==> config.mk <==
export PLATFORM = sky130hd
export DESIGN_NAME = nibble_serial_add_ctrl_flat
export DESIGN_NICKNAME = d
export VERILOG_FILES = /design/src/rtl/nibble_serial_add_ctrl_if.sv /design/src/rtl/nibble_serial_add_ctrl.sv /design/src/flat_wrapper.sv
export SDC_FILE = /design/constraint.sdc
export NUM_CORES = 1
export LEC_CHECK = 0
export ABC_AREA = 1
export ABC_CLOCK_PERIOD_IN_PS = 1250
export CAP_MARGIN = 20
export CORE_MARGIN = 1
export CORE_UTILIZATION = 45
export CTS_BUF_LIST = sky130_fd_sc_hd__clkbuf_4 sky130_fd_sc_hd__clkbuf_8 sky130_fd_sc_hd__clkbuf_16
export CTS_CLUSTER_DIAMETER = 40
export CTS_CLUSTER_SIZE = 24
export DETAILED_ROUTE_END_ITERATION = 8
export PLACE_DENSITY_LB_ADDON = 0.3
export RECOVER_POWER = 50
export SLEW_MARGIN = 20
export SYNTH_ARGS = -nofsm -noshare
export SYNTH_HDL_FRONTEND = slang
export SYNTH_SLANG_ARGS = --single-unit
==> constraint.sdc <==
create_clock -name clk -period 1.25 [get_ports clk]
set_clock_uncertainty 0.1 [all_clocks]
set_input_delay 0.125 -clock clk [delete_from_list [all_inputs] [get_ports clk]]
set_output_delay 0.125 -clock clk [all_outputs]
set_load 0.03 [all_outputs]
==> src/rtl/nibble_serial_add_ctrl_if.sv <==
// nibble_serial_add_ctrl_if
//   Bundles the two buses of the nibble-serial add controller:
//     request side : start, op_a, op_b, cin  -> ready, done, sum, cout
//     adder side   : fa_a, fa_b, fa_cin       -> fa_s, fa_cout (combinational adder)
//   slave  : the controller
//   master : its environment (requesting datapath plus the shared 4-bit adder)
interface nibble_serial_add_ctrl_if #(parameter int WIDTH = 16);
   logic             start;
   logic [WIDTH-1:0] op_a;
   logic [WIDTH-1:0] op_b;
   logic             cin;
   logic             ready;
   logic             done;
   logic [WIDTH-1:0] sum;
   logic             cout;
   logic [3:0]       fa_a;
   logic [3:0]       fa_b;
   logic             fa_cin;
   logic [3:0]       fa_s;
   logic             fa_cout;

   modport master (
      output start, op_a, op_b, cin, fa_s, fa_cout,
      input  ready, done, sum, cout, fa_a, fa_b, fa_cin
   );

   modport slave (
      input  start, op_a, op_b, cin, fa_s, fa_cout,
      output ready, done, sum, cout, fa_a, fa_b, fa_cin
   );
endinterface

==> src/rtl/nibble_serial_add_ctrl.sv <==
// nibble_serial_add_ctrl
//   Adds two WIDTH-bit operands by time-sharing one external 4-bit adder,
//   one nibble per clock, LSB nibble first. {cout,sum} = op_a + op_b + cin.
//   Ports:
//     clk, rst_n : rising-edge clock, asynchronous active-low reset
//     bus.slave  : start/op_a/op_b/cin in, ready/done/sum/cout out,
//                  fa_a/fa_b/fa_cin out to the adder, fa_s/fa_cout back from it
//   Latency: accept edge E0, result registered at E(NIB), done high one
//   cycle, ready again at E(NIB+1).
module nibble_serial_add_ctrl #(
   parameter int WIDTH = 16
) (
   input  logic                   clk,
   input  logic                   rst_n,
   nibble_serial_add_ctrl_if.slave bus
);
   localparam int NIB   = WIDTH / 4;
   localparam int IDX_W = (NIB > 1) ? $clog2(NIB) : 1;
   localparam logic [IDX_W-1:0] LAST_IDX = IDX_W'(NIB - 1);

   typedef enum logic [1:0] {IDLE = 2'd0, RUN = 2'd1, DONE = 2'd2} state_t;

   state_t           state_q, state_d;
   logic [WIDTH-1:0] a_q, a_d;
   logic [WIDTH-1:0] b_q, b_d;
   logic [WIDTH-1:0] work_q, work_d;
   logic [WIDTH-1:0] sum_q, sum_d;
   logic             carry_q, carry_d;
   logic             cout_q, cout_d;
   logic [IDX_W-1:0] idx_q, idx_d;
   logic [WIDTH-1:0] work_nxt;

   // New adder nibble enters at the top; after NIB steps the LSB nibble has
   // walked down to bit 0. Cast-of-shift also covers WIDTH==4 (no slice).
   assign work_nxt = WIDTH'({bus.fa_s, work_q} >> 4);

   always_comb begin
      state_d = state_q;
      a_d     = a_q;
      b_d     = b_q;
      work_d  = work_q;
      sum_d   = sum_q;
      carry_d = carry_q;
      cout_d  = cout_q;
      idx_d   = idx_q;
      unique case (state_q)
         IDLE: begin
            if (bus.start) begin
               a_d     = bus.op_a;
               b_d     = bus.op_b;
               carry_d = bus.cin;
               idx_d   = '0;
               state_d = RUN;
            end
         end
         RUN: begin
            work_d  = work_nxt;
            carry_d = bus.fa_cout;
            a_d     = a_q >> 4;
            b_d     = b_q >> 4;
            idx_d   = idx_q + 1'b1;
            if (idx_q == LAST_IDX) begin
               sum_d   = work_nxt;
               cout_d  = bus.fa_cout;
               state_d = DONE;
            end
         end
         DONE:    state_d = IDLE;
         default: state_d = IDLE;
      endcase
   end

   always_ff @(posedge clk or negedge rst_n) begin
      if (!rst_n) begin
         state_q <= IDLE;
         a_q     <= '0;
         b_q     <= '0;
         work_q  <= '0;
         sum_q   <= '0;
         carry_q <= 1'b0;
         cout_q  <= 1'b0;
         idx_q   <= '0;
      end else begin
         state_q <= state_d;
         a_q     <= a_d;
         b_q     <= b_d;
         work_q  <= work_d;
         sum_q   <= sum_d;
         carry_q <= carry_d;
         cout_q  <= cout_d;
         idx_q   <= idx_d;
      end
   end

   // Handshake and adder drive decode from state only; adder inputs are
   // parked at zero outside RUN.
   assign bus.ready  = (state_q == IDLE);
   assign bus.done   = (state_q == DONE);
   assign bus.sum    = sum_q;
   assign bus.cout   = cout_q;
   assign bus.fa_a   = (state_q == RUN) ? a_q[3:0] : 4'h0;
   assign bus.fa_b   = (state_q == RUN) ? b_q[3:0] : 4'h0;
   assign bus.fa_cin = (state_q == RUN) ? carry_q  : 1'b0;
endmodule

==> src/flat_wrapper.sv <==
// flat-port wrapper written by rule: the top's interface ports become plain ports
module nibble_serial_add_ctrl_flat 
#(
   parameter int WIDTH = 16
)
  (clk, rst_n, bus_start, bus_op_a, bus_op_b, bus_cin, bus_fa_s, bus_fa_cout, bus_ready, bus_done, bus_sum, bus_cout, bus_fa_a, bus_fa_b, bus_fa_cin);
  nibble_serial_add_ctrl_if #(.WIDTH(WIDTH)) bus_i ();
  input  logic clk;
  input  logic rst_n;
  input wire logic [$bits(bus_i.start)-1:0] bus_start;
  input wire logic [$bits(bus_i.op_a)-1:0] bus_op_a;
  input wire logic [$bits(bus_i.op_b)-1:0] bus_op_b;
  input wire logic [$bits(bus_i.cin)-1:0] bus_cin;
  input wire logic [$bits(bus_i.fa_s)-1:0] bus_fa_s;
  input wire logic [$bits(bus_i.fa_cout)-1:0] bus_fa_cout;
  output wire logic [$bits(bus_i.ready)-1:0] bus_ready;
  output wire logic [$bits(bus_i.done)-1:0] bus_done;
  output wire logic [$bits(bus_i.sum)-1:0] bus_sum;
  output wire logic [$bits(bus_i.cout)-1:0] bus_cout;
  output wire logic [$bits(bus_i.fa_a)-1:0] bus_fa_a;
  output wire logic [$bits(bus_i.fa_b)-1:0] bus_fa_b;
  output wire logic [$bits(bus_i.fa_cin)-1:0] bus_fa_cin;
  assign bus_i.start = bus_start;
  assign bus_i.op_a = bus_op_a;
  assign bus_i.op_b = bus_op_b;
  assign bus_i.cin = bus_cin;
  assign bus_i.fa_s = bus_fa_s;
  assign bus_i.fa_cout = bus_fa_cout;
  assign bus_ready = bus_i.ready;
  assign bus_done = bus_i.done;
  assign bus_sum = bus_i.sum;
  assign bus_cout = bus_i.cout;
  assign bus_fa_a = bus_i.fa_a;
  assign bus_fa_b = bus_i.fa_b;
  assign bus_fa_cin = bus_i.fa_cin;
  nibble_serial_add_ctrl #(.WIDTH(WIDTH)) u_core (.clk(clk), .rst_n(rst_n), .bus(bus_i));
endmodule
==> results.md <==
- Outcome: complete, but fails checks
- Failing checks: setup timing
- GRT overflow: 0
- Hold-critical path depth: 3
- Antenna violations before repair: 0
- Largest net degree at the start of global routing: 67
- GRT Util Overall: 23.2%
- Crit-path cells: inv_2 -> nand2_8 -> buf_12 -> nor2_4 -> buf_6
- Avg Cell Area, Syn: 8.83 um2
- RD Place Congestion: 0.757
- DIE AREA: 6800 um2
- Flop2flop setup slack: -240 ps
- Final Total Pwr: 13.1 mW
- Placed insts: 472
- Min cycle time layout: 1540 ps
- Area grow syn2layout: 64.3%
- Post-synthesis sequential area ratio: 56.7%
- Max rail drop VDD: 1.68 mV
- Max Cap Viol: 0
- Final TNS setup: -11,330 ps
- Mapped cell area: ~2900 um2
- Final layout net count: 477
- Num ports: 69
- Drt pass-1 iters: 4
- Crit path kind: reg -> out
- R2r endpoint: u_core.a_q[10]
- Crit path DAT: 1310 ps
- DR vias: 2,836
- Die W: about 82 um
- WHS Endpoint: u_core.b_q[15]
- Yosys warns: 0
- Slowest cell on the critical path: dfrtp_1
- Peak per-stage delay on the critical path: 400 ps
- CTS root buffer: clkbuf_8
- Post-route ant nets: 0
- Clk sinks: 66
- Hold Startpoint: bus_op_b[15]
- Number of global-route vias before repair: 2,508
- Crit path launch type: flop
- HPWL Detailed: ~4200 um
- Unrepaired setup endpoints after global routing: true
- Core outline area: between 6000 and 7000 um2
- Min-Delay Path Class: in -> reg
- CTS tree: yes
- Row cnt: 28
- # port buffers: 68
- Global-route wire length before repair: 11,600 um
- CTS buffer count: 9
- CTS max path bufs: 2
- Path depth of the worst reg2reg path: 8
- Seq cells post-synth: 66
- Power per cell area: between 2000 and 3000 nW/um2
- H-tree depth: 3
- RR Startpoint: u_core.state_q[1]
- Die height: 82.5 um
- Highest Clock Rate: 651 MHz
- Drc violations: 0
- Hold Slack: 227 ps
- Fin crit share: 123%
- Max_slew headroom: 60.5%
- Initial drt markers: 190
- CP Data Required Time: 1020 ps
- Setup Viol. Count Final: between 70 and 80
- Clk_lat worst skew: 330 ps
- Setup WS post-layout: -286 ps
- Post-Syn Nets: 372
- Fill cells: 382
- Diode count: 0
- Pins Over Slew Limit: 0
- Crit path max fanout: 7
- Vias per cell: 5.52
- Layout cells sized above 1: 44.4%
- Clock-pin slew on the worst setup and hold paths: 70 ps
- Crit end category: primary output
- Static leakage: roughly 2.4 nW
- Synth Instances: 330
- Final Hold Vio Count: 0
- DR WL/cell: approximately 18 um
- Synth unique cells: 20
- Worst-Margin Slew: 592 ps
- Initial Util: around 48%
- WL final: 9010 um
- Final Non-Filler Cells: 514
[worst max-delay path by stage]
| stage | start | end | slack [ps] | depth (start not counted) |
|---|---|---|---|---|
| final | u_core.state_q[1] | bus_fa_cin | -290 | 5 |
| after CTS | u_core.state_q[1] | bus_fa_a[1] | -280 | 5 |
| after detailed placement | bus_start | u_core.a_q[9] | -140 | 4 |
| after global routing | u_core.state_q[1] | bus_fa_cin | -330 | 5 |
| after floorplan | u_core.state_q[1] | bus_fa_a[0] | -100 | 5 |
| after global placement | bus_start | u_core.a_q[9] | -160 | 4 |
[sequential cells by signal, indices dropped and copies added, names as in the netlist]
name,cells
u_core.state_q,2
u_core.b_q,16
u_core.bus.cout,1
u_core.work_q,12
u_core.carry_q,1
u_core.bus.sum,16
u_core.idx_q,2
u_core.a_q,16
[area by class of cell]
class	instances	area [um2]	area share [%]
Sequential cell	66	1650	34.5
Timing Repair Buffer	110	1170	24.5
Inverter	16	62.6	1.31
Tap cell	75	93.8	1.96
Clock buffer	12	153	3.19
Clock inverter	3	40.0	0.836
Multi-Input combinational cell	232	1610	33.7
[report_power, final]
| part | switching [mW] | internal (mW) | leakage (nW) |
|---|---|---|---|
| clock | 0.763 | 1.00 | 0.103 |
| combinational | 4.25 | 3.35 | 1.46 |
| sequential | 0.748 | 3.03 | 0.849 |
| total | 5.76 | 7.38 | 2.41 |
[synth_stat cells]
cell type | instances | share of area, %
buf_8 | 1 | 0.52
inv_1 | 14 | 1.8
ha_1 | 1 | 0.43
nor2_2 | 2 | 0.43
o21ai_0 | 9 | 1.5
clkbuf_1 | 2 | 0.26
nand2_1 | 114 | 15
nor2_8 | 1 | 0.69
nor2_4 | 1 | 0.39
inv_2 | 2 | 0.26
nand2_2 | 1 | 0.21
a22oi_1 | 1 | 0.26
buf_6 | 6 | 2.3
dfrtp_1 | 66 | 57
nand2_8 | 1 | 0.69
nand2_4 | 1 | 0.39
nand3_1 | 85 | 15
nor2_1 | 10 | 1.3
buf_4 | 6 | 1.5
buf_2 | 6 | 1.0
[cell usage in the layout (no fill, tap or decap), drive strengths merged]
cell type,count
o21ai,9
dfrtp,66
clkinv,2
bufinv,1
inv,16
nand2,119
clkdlybuf4s50,39
clkdlybuf4s15,7
a22oi,1
nand3,85
nor2,17
ha,1
clkbuf,15
buf,60
dlygate4sd3,1
[metrics by stage]
step	setup slack, ps	area, um2	utilization (%)
2_1_floorplan	-98.5	2990	-
3_3_place_gp	-158	3790	62.1
3_5_place_dp	-138	3790	62.1
4_1_cts	-278	4230	69.3
5_1_grt	-329	4790	78.5
6_report	-286	4790	78.5
[timing repair]
action,in CTS,in global routing
hold buffers,1,0
endpoints found under the hold margin,66,0
pin swaps,5,24
gates cloned,4,5
buffers inserted,11,6
gates resized for setup,60,135
endpoints found under the setup margin,74,82
[layer usage]
layer / global-route usage, % / vias up / part of all wire, %
met4: 11.4 / 0 / 2.0
met5: 0 / - / 0
met3: 3.96 / 17 / 5.8
met2: 37.5 / 106 / 53
met1: 30.1 / 1425 / 39
li1: - / 1288 / -
[worst max-delay path: cells and delay by family (launching register included)]
family        cells  cell delay (ps)
simple gates      2              170
flops             1              400
buf+inv           3              400
[cells by family (layout without fill, tap and decap cells)]
family,after synthesis,in the layout,synth area share [%]
AO/OA/AOI/OAI,10,10,1.80
adder cells (fa/ha/maj),1,1,0.429
buffers and inverters,37,141,7.73
flip-flops,66,66,56.7
AND/OR/NAND/NOR,216,221,33.4
Power figures use the tool's default switching activity.
